===== src/rtl/pattern_pkg.sv =====
// Shared constants and types for the LED pattern memory write/playback path.
package pattern_pkg;

   localparam int unsigned DATA_W = 16;
   localparam int unsigned ADDR_W = 4;
   localparam int unsigned DEPTH  = 2 ** ADDR_W;
   localparam int unsigned CNT_W  = ADDR_W + 1;

   typedef enum logic [1:0] {
      IDLE  = 2'd0,
      WRITE = 2'd1,
      CLEAR = 2'd2,
      FULL  = 2'd3
   } wr_state_e;

   // One write beat towards the pattern RAM.
   typedef struct packed {
      logic [ADDR_W-1:0] addr;
      logic [DATA_W-1:0] data;
   } wr_beat_t;

endpackage


===== src/rtl/pattern_writer_if.sv =====
// Switch/button inputs and pattern RAM write port of the pattern writer.
interface pattern_writer_if;
   import pattern_pkg::*;

   logic [DATA_W-1:0] swData;
   logic              loadBtn;
   logic              clearBtn;
   logic [ADDR_W-1:0] addrWr;
   logic [DATA_W-1:0] dataWr;
   logic              wrEn;
   logic [CNT_W-1:0]  wrCount;
   logic              full;
   logic              busy;

   // Writer side: owns the RAM write port.
   modport master (
      input  swData, loadBtn, clearBtn,
      output addrWr, dataWr, wrEn, wrCount, full, busy
   );

   // Board/RAM side.
   modport slave (
      output swData, loadBtn, clearBtn,
      input  addrWr, dataWr, wrEn, wrCount, full, busy
   );

endinterface


===== src/rtl/pattern_writer_btn_debounce.sv =====
// Button conditioning: 2-FF synchronizer, debounce filter, rising-edge pulse.
module btn_debounce #(
   parameter int unsigned DEBOUNCE_CYCLES = 120_000
) (
   input  logic clk,
   input  logic rst,
   input  logic btn_i,
   output logic pulse_o
);

   localparam int unsigned CNT_W = $clog2(DEBOUNCE_CYCLES + 1);

   logic             sync1_q, sync2_q;
   logic             level_q, level_d;
   logic [CNT_W-1:0] cnt_q, cnt_d;
   logic             pulse_q, pulse_d;

   // Accept a new level only after it has disagreed for DEBOUNCE_CYCLES clocks in a row.
   always_comb begin
      level_d = level_q;
      cnt_d   = '0;
      pulse_d = 1'b0;
      if (sync2_q != level_q) begin
         if (cnt_q == CNT_W'(DEBOUNCE_CYCLES - 1)) begin
            level_d = sync2_q;
            pulse_d = sync2_q;
         end else begin
            cnt_d = cnt_q + CNT_W'(1);
         end
      end
   end

   // Synchronizer, filter state and pulse registers.
   always_ff @(posedge clk or posedge rst) begin
      if (rst) begin
         sync1_q <= 1'b0;
         sync2_q <= 1'b0;
         level_q <= 1'b0;
         cnt_q   <= '0;
         pulse_q <= 1'b0;
      end else begin
         sync1_q <= btn_i;
         sync2_q <= sync1_q;
         level_q <= level_d;
         cnt_q   <= cnt_d;
         pulse_q <= pulse_d;
      end
   end

   assign pulse_o = pulse_q;

endmodule


===== src/rtl/pattern_writer.sv =====
// Write-port master of the LED pattern RAM: sequential loads and full clears.
module pattern_writer
   import pattern_pkg::*;
#(
   parameter int unsigned DEBOUNCE_CYCLES = 120_000
) (
   input logic             clk,
   input logic             rst,
   pattern_writer_if.master bus
);

   logic load_pulse, clear_pulse;

   wr_state_e         state_q, state_d;
   logic [ADDR_W-1:0] addr_q, addr_d;
   logic [DATA_W-1:0] data_q, data_d;
   logic              wr_en_q, wr_en_d;
   logic [CNT_W-1:0]  count_q, count_d;
   logic              full_q, full_d;
   logic              busy_q, busy_d;

   btn_debounce #(.DEBOUNCE_CYCLES(DEBOUNCE_CYCLES)) u_load_db (
      .clk    (clk),
      .rst    (rst),
      .btn_i  (bus.loadBtn),
      .pulse_o(load_pulse)
   );

   btn_debounce #(.DEBOUNCE_CYCLES(DEBOUNCE_CYCLES)) u_clear_db (
      .clk    (clk),
      .rst    (rst),
      .btn_i  (bus.clearBtn),
      .pulse_o(clear_pulse)
   );

   // State and output registers.
   always_ff @(posedge clk or posedge rst) begin
      if (rst) begin
         state_q <= IDLE;
         addr_q  <= '0;
         data_q  <= '0;
         wr_en_q <= 1'b0;
         count_q <= '0;
         full_q  <= 1'b0;
         busy_q  <= 1'b0;
      end else begin
         state_q <= state_d;
         addr_q  <= addr_d;
         data_q  <= data_d;
         wr_en_q <= wr_en_d;
         count_q <= count_d;
         full_q  <= full_d;
         busy_q  <= busy_d;
      end
   end

   // Next-state logic; clear has priority over load.
   always_comb begin
      state_d = state_q;
      case (state_q)
         IDLE: begin
            if (clear_pulse)      state_d = CLEAR;
            else if (load_pulse)  state_d = WRITE;
         end
         WRITE: begin
            if (count_q == CNT_W'(DEPTH - 1)) state_d = FULL;
            else                              state_d = IDLE;
         end
         CLEAR: begin
            if (addr_q == ADDR_W'(DEPTH - 1)) state_d = IDLE;
         end
         FULL: begin
            if (clear_pulse) state_d = CLEAR;
         end
         default: state_d = IDLE;
      endcase
   end

   // Next values of the registered outputs.
   always_comb begin
      addr_d  = addr_q;
      data_d  = data_q;
      wr_en_d = 1'b0;
      count_d = count_q;
      full_d  = full_q;
      busy_d  = 1'b0;
      case (state_q)
         IDLE, FULL: begin
            if (clear_pulse) begin
               addr_d  = '0;
               data_d  = '0;
               wr_en_d = 1'b1;
               busy_d  = 1'b1;
            end else if (load_pulse && state_q == IDLE) begin
               addr_d  = count_q[ADDR_W-1:0];
               data_d  = bus.swData;
               wr_en_d = 1'b1;
               busy_d  = 1'b1;
            end
         end
         WRITE: begin
            if (count_q != CNT_W'(DEPTH)) count_d = count_q + CNT_W'(1);
            full_d = (count_q == CNT_W'(DEPTH - 1));
         end
         CLEAR: begin
            if (addr_q == ADDR_W'(DEPTH - 1)) begin
               addr_d  = '0;
               count_d = '0;
               full_d  = 1'b0;
            end else begin
               addr_d  = addr_q + ADDR_W'(1);
               data_d  = '0;
               wr_en_d = 1'b1;
               busy_d  = 1'b1;
            end
         end
         default: ;
      endcase
   end

   assign bus.addrWr  = addr_q;
   assign bus.dataWr  = data_q;
   assign bus.wrEn    = wr_en_q;
   assign bus.wrCount = count_q;
   assign bus.full    = full_q;
   assign bus.busy    = busy_q;

endmodule


===== src/flat_wrapper.sv =====
// flat-port wrapper written by rule: the top's interface ports become plain ports
module pattern_writer_flat import pattern_pkg::*;
#(
   parameter int unsigned DEBOUNCE_CYCLES = 120_000
)
  (clk, rst, bus_swData, bus_loadBtn, bus_clearBtn, bus_addrWr, bus_dataWr, bus_wrEn, bus_wrCount, bus_full, bus_busy);
  pattern_writer_if bus_i ();
  input logic clk;
  input logic rst;
  input wire logic [$bits(bus_i.swData)-1:0] bus_swData;
  input wire logic [$bits(bus_i.loadBtn)-1:0] bus_loadBtn;
  input wire logic [$bits(bus_i.clearBtn)-1:0] bus_clearBtn;
  output wire logic [$bits(bus_i.addrWr)-1:0] bus_addrWr;
  output wire logic [$bits(bus_i.dataWr)-1:0] bus_dataWr;
  output wire logic [$bits(bus_i.wrEn)-1:0] bus_wrEn;
  output wire logic [$bits(bus_i.wrCount)-1:0] bus_wrCount;
  output wire logic [$bits(bus_i.full)-1:0] bus_full;
  output wire logic [$bits(bus_i.busy)-1:0] bus_busy;
  assign bus_i.swData = bus_swData;
  assign bus_i.loadBtn = bus_loadBtn;
  assign bus_i.clearBtn = bus_clearBtn;
  assign bus_addrWr = bus_i.addrWr;
  assign bus_dataWr = bus_i.dataWr;
  assign bus_wrEn = bus_i.wrEn;
  assign bus_wrCount = bus_i.wrCount;
  assign bus_full = bus_i.full;
  assign bus_busy = bus_i.busy;
  pattern_writer #(.DEBOUNCE_CYCLES(DEBOUNCE_CYCLES)) u_core (.clk(clk), .rst(rst), .bus(bus_i));
endmodule

===== config.mk =====
export PLATFORM = sky130hd
export DESIGN_NAME = pattern_writer_flat
export DESIGN_NICKNAME = d
export VERILOG_FILES = /design/src/rtl/pattern_pkg.sv /design/src/rtl/pattern_writer_if.sv /design/src/rtl/pattern_writer_btn_debounce.sv /design/src/rtl/pattern_writer.sv /design/src/flat_wrapper.sv
export SDC_FILE = /design/constraint.sdc
export NUM_CORES = 1
export LEC_CHECK = 0
export ABC_AREA = 1
export ABC_CLOCK_PERIOD_IN_PS = 2900
export CORE_MARGIN = 1.5
export CORE_UTILIZATION = 30
export CTS_CLUSTER_DIAMETER = 50
export DETAILED_ROUTE_END_ITERATION = 10
export PLACE_DENSITY = 0.49
export REMOVE_ABC_BUFFERS = 1
export SETUP_SLACK_MARGIN = 0.05
export SYNTH_ARGS = -nofsm -noshare
export SYNTH_HDL_FRONTEND = slang
export SYNTH_SLANG_ARGS = --single-unit

===== constraint.sdc =====
create_clock -name clk -period 2.9 [get_ports clk]
set_clock_uncertainty 0.05 [all_clocks]
set_input_delay 0.435 -clock clk [delete_from_list [all_inputs] [get_ports clk]]
set_output_delay 0.435 -clock clk [all_outputs]
set_load 0.005 [all_outputs]

== After elaboration in Yosys (flattened, before gate mapping) ==
Index checks and enable logic that the tools add are counted.

* Reduce and logical (&&, ||, !) cells: 12
* Divide/modulo/power cells: 0
* Mux-type cells: 31
* Bitwise gates (word level): 0
* Magnitude comparators: 0
* Eq/ne operators: 16
* Multiply operators: 0
* $add $sub $neg: 4
* Shifts and indexed selects: 0

{| class="wikitable"
|+ Operators by type and width
! kind !! count
|-
| two-way mux 17 bit || 4
|-
| two-way mux 16 bit || 3
|-
| adder 17 x 1 -> 17 bit, second input constant || 2
|-
| equality test 17 bit, second input constant || 2
|-
| one-hot mux 16 bit (2 select lines) || 1
|-
| two-way mux 4 bit || 3
|-
| two-way mux 2 bit || 5
|-
| two-way mux 5 bit || 2
|-
| one-hot mux 5 bit (2 select lines) || 1
|-
| AND reduction 3 bit || 3
|-
| two-way mux 1 bit || 8
|-
| one-hot mux 2 bit (4 select lines) || 1
|-
| one-hot mux 4 bit (2 select lines) || 1
|-
| AND reduction 2 bit || 4
|-
| adder 5 x 1 -> 5 bit, second input constant || 1
|-
| equality test 5 x 4 -> 1 bit, second input constant || 1
|-
| inequality test 5 bit, second input constant || 1
|-
| adder 4 x 1 -> 4 bit, second input constant || 1
|-
| equality test 2 bit, second input constant || 2
|-
| equality test 4 bit, second input constant || 1
|-
| inequality test 2 x 1 -> 1 bit, second input constant || 2
|-
| inequality test 2 bit, second input constant || 2
|-
| one-hot mux 1 bit (2 select lines) || 2
|-
| nonzero test 2 bit || 2
|-
| other kinds (7) || 8
|}

* Bits in registers: 71
* Output and inout bits: 28
* Input bits: 20
* Latch bits: 0
* Bits in writable memories: 0
* Memories kept: 0
* Memory bits (read-only): 0
* Word-level logic and storage cells: 79

== Depth between registers and ports, before layout ==
* Depth in word-level cells: 5
* Mapped depth: 9
* Gate-level depth less buffers: 8

== Cells and area by module ==
A second synthesis with hierarchy kept.

* Cell total of the unflattened synthesis: 490
* Area total of the unflattened synthesis: 3847.4 µm²

{| class="wikitable"
|+ Modules (own cells, without submodules)
! module !! cells an instance !! area an instance (µm²) !! instances !! seq. area each (µm²)
|-
| btn_debounce || 139 || 1102.3 || 2 || 525.5
|-
| pattern_writer || 212 || 1642.8 || 1 || 725.7
|}

== Worst setup path after synthesis ==
No wires, ideal clock.

* Path type: register to register
* From: register u_core.state_q[0]
* To: register u_core.data_q[0] (netlist: u_core.bus.dataWr[0])
* Period minus slack after synthesis: 1531 ps
* Arrival: 1363 ps
* Buffers on the path: 1
* Setup slack: 1369 ps
* Cell stages (with the launch flop): 9
* Library setup time: 117 ps
* Data required time: 2733 ps
* Path through: dfrtp_1 > inv_1 > ha_1 > a21o_1 > nand2_4 > nand2_4 > buf_6 > nand2_1 > o21ai_2

* Cells in the longest elaborated chain, start to end: 4
* Elaborated cells on any way between the ends: 10
* Classes of those cells: 4 x eq/ne; 1 x mux; 5 x reduce/logical

{| class="wikitable"
|+ RTL lines
! item !! RTL line !! source
|-
| start: declaration || pattern_writer.sv:14 || <nowiki>wr_state_e state_q, state_d;</nowiki>
|-
| start signal: assignment || pattern_writer.sv:47 || <nowiki>state_q <= state_d;</nowiki>
|-
| equality test 2 bit or logical NOT 2 bit (tied branches) || pattern_writer.sv:87, pattern_writer.sv:94 ||
|-
| OR reduction 2 bit or logical AND 1 bit (tied branches) || pattern_writer.sv:87, pattern_writer.sv:94 ||
|-
| inequality test 3 x 2 -> 1 bit (no line) or nonzero test 2 bit (tied branches) || -- ||
|-
| AND reduction 3 bit (no line) || -- ||
|-
| end signal: assignment || pattern_writer.sv:49 || <nowiki>data_q <= data_d;</nowiki>
|-
| end: declaration || pattern_writer.sv:16 || <nowiki>logic [DATA_W-1:0] data_q, data_d;</nowiki>
|}

Parallel ways exist; a longest one is shown, timed or not.
A chain may end at the register's enable or synchronous reset.

== Worst setup path in the final report ==
* From: register u_core.addr_q[2] (netlist: u_core.bus.addrWr[2])
* To: output bus_addrWr[2]

{| class="wikitable"
|+ RTL lines
! item !! RTL line !! source
|-
| start: declaration || pattern_writer.sv:15 || <nowiki>logic [ADDR_W-1:0] addr_q, addr_d;</nowiki>
|-
| start signal: assignment || pattern_writer.sv:48 || <nowiki>addr_q <= addr_d;</nowiki>
|-
| end: declaration || flat_wrapper.sv:13 || <nowiki>output wire logic [$bits(bus_i.addrWr)-1:0] bus_addrWr;</nowiki>
|}

No word-level cell between the ends.

==> results.ini <==
[run_status]
status = finished clean

[floorplan]
row_count = 40
die_h_um = 115
start_util = 0.309
core-area_sq_mm = 0.0121
dieArea_sq_mm = 0.0131
io_pins = 48
die_x_um = 115

[worst_setup_path]
cp_slowest_cell = clkdlybuf4s50_1
path_buf_inv = 1
cpPeakStageDelay_ns = 0.54
crit_type = flip-flop to output port
cp_top_family = buffers and inverters
crit_chain = clkdlybuf4s50_1
crit_path_start_kind = flip-flop
crit_fanout = 6
critical_path_arrival_ns = 1.32
crit_required_ns = 2.41
crit_path_end_kind = output port

[clocking]
cts_tree = yes
clk-insertion-delay-late_ns = 0.34
cts_hold_buf = 0
clock_path_buffers = 2
numClockSinks = 71
path_clk_slew_ns = 0.06
cts_resized = 0
post_cts_buffers = 0
h-tree-depth = 3
root_buffer = clkbuf_16
cts_buffers = 9

[pwr]
leakagePower_nw = 2.08
power-per-cell-area_mw_per_mm2 = 505
ir_drop_v = 0.000354

[global_route]
grt_pass1_wl_mm = 13.3
grt_overflow_total = 0
antenna_found_initial = 0
grt_max_degree = 72
grt_pass1_vias = 2833
grt_usage = 0.129

[logic_synthesis]
syn-cell-area_sq_mm = 0.00373
ys_ff_latch = 71
syn_avg_cell_area_sq_um = 8.48
synthCells = 440
synth_warnings = 0
netlist-cell-type-count = 32
ys_seq_area_frac = 0.476

[final_layout]
n_antenna_cell = 0
drive_gt1_frac = 0.119
layout_common_cells = 107 x nand2_1, 71 x dfrtp_1, 70 x nor2_1, 47 x clkdlybuf4s50_1, 46 x inv_1
final_nets = 522
area_growth_syn_to_layout_pct = 26.1
layout.cells.most_common = nand2_1

[timing]
fin_tns_setup_ns = 0
min_period_over_period = 0.624
holdWs_ns = 0.298
rsz0062_at_grt = false
final.min_clock_period_ns = 1.81
max_freq_mhz = 553
setup_violations = 0
tightest_slew_ns = 0.430
slew_headroom = 0.713
slew_violations = 0
hold_viol_final = 0

[detailed_routing]
routed_wl_mm = 7.62
drc = 0
routed-via-count = 2871
vias_per_cell = 4.32
drt_iter0_drc = 209
dr.pass1.iters = 4
post_drt_wl_per_cell_um = 11.5
ant_nets = 0

[placed_design]
gp_congestion = 0.799
portBuffers = 47
hpwl_mm = 5.29

[hold_path]
min_path_type = flip-flop to flip-flop

[flow_run]
maxCapViolations = 0

-- worst paths after layout --
kind	from	to	slack (ns)	depth (start not counted)
max	u_core.bus.addrWr[2]	bus_addrWr[2]	1.09	1
min	u_core.u_load_db.sync1_q	u_core.u_load_db.sync2_q	0.30	0
max reg2reg	u_core.state_q[0]	u_core.bus.dataWr[13]	1.11	7
min reg2reg	u_core.u_load_db.sync1_q	u_core.u_load_db.sync2_q	0.30	0
max in group asynchronous	rst	u_core.u_load_db.cnt_q[1]	2.05	3
min in group asynchronous	rst	u_core.bus.wrCount[2]	0.45	3
-- report_power, final --
part / switching (mW) / leakage (nW) / internal [mW] / total [mW]
Combinational: 0.0473 / 1.01 / 0.0373 / 0.0846
Sequential: 0.00782 / 0.894 / 1.00 / 1.01
Clock: 0.439 / 0.166 / 0.842 / 1.28
Total: 0.494 / 2.08 / 1.88 / 2.37
-- state kept, by name, indices dropped and copies added (netlist names), 2 cells and up --
| register | flops |
|---|---|
| u_core.u_clear_db.cnt_q | 17 |
| u_core.state_q | 2 |
| u_core.bus.wrCount | 5 |
| u_core.bus.dataWr | 16 |
| u_core.bus.addrWr | 4 |
| u_core.u_load_db.cnt_q | 17 |
-- layout make-up --
type	count	area [sq um]
clock buffers	9	225
clock inverters	7	120
fillers	1250	7360
inverters	50	188
multi-input cells	312	1700
flip-flops and latches	71	1780
well taps	168	210
repair buffers	48	490
-- stage by stage --
step / util / total power, mW / std cells / cell area [sq um] / setup slack [ns]
6_report: 0.390 / 2.37 / 665 / 4710 / 1.09
4_1_cts: 0.390 / 2.42 / 665 / 4710 / 1.07
3_5_place_dp: 0.362 / 1.11 / 649 / 4360 / 1.11
3_3_place_gp: 0.362 / 1.11 / 649 / 4360 / 1.18
5_1_grt: 0.390 / 2.47 / 665 / 4710 / 0.959
2_1_floorplan: - / 1.07 / 433 / 3660 / 0.618
-- synth_stat cells (all sizes together) --
cell | n | area share
nand2 | 114 | 0.12
nor2 | 79 | 0.092
dfrtp | 71 | 0.48
inv | 50 | 0.050
o21ai | 30 | 0.056
nand3 | 22 | 0.039
xor2 | 15 | 0.037
ha | 10 | 0.034
nor3 | 9 | 0.013
a21oi | 8 | 0.011
buf | 7 | 0.019
nand4 | 7 | 0.012
xnor2 | 7 | 0.016
a31oi | 3 | 0.0050
nor3b | 3 | 0.0060
a21o | 1 | 0.0020
a22oi | 1 | 0.0020
and2 | 1 | 0.0017
nand3b | 1 | 0.0020
o22ai | 1 | 0.0017
-- per-layer routing --
layer / up-vias / part of all wire / GRT usage
li1: 1489 / - / -
met1: 1313 / 0.51 / 0.174
met2: 55 / 0.42 / 0.194
met3: 14 / 0.047 / 0.0281
met4: 0 / 0.021 / 0.0700
met5: - / 0 / 0
-- logic make-up (layout without fill, tap and decap cells) --
family                     Yosys count  in the layout  synth area share
buffers and inverters               57            114            0.0694
AOI/OAI and AO/OA                   44             44            0.0778
and+or+nand+nor                    236            236             0.289
DFF                                 71             71             0.476
adders and majority gates           10             10            0.0335
xor gates and xnor gates            22             22            0.0537
Power figures use the tool's default switching activity.
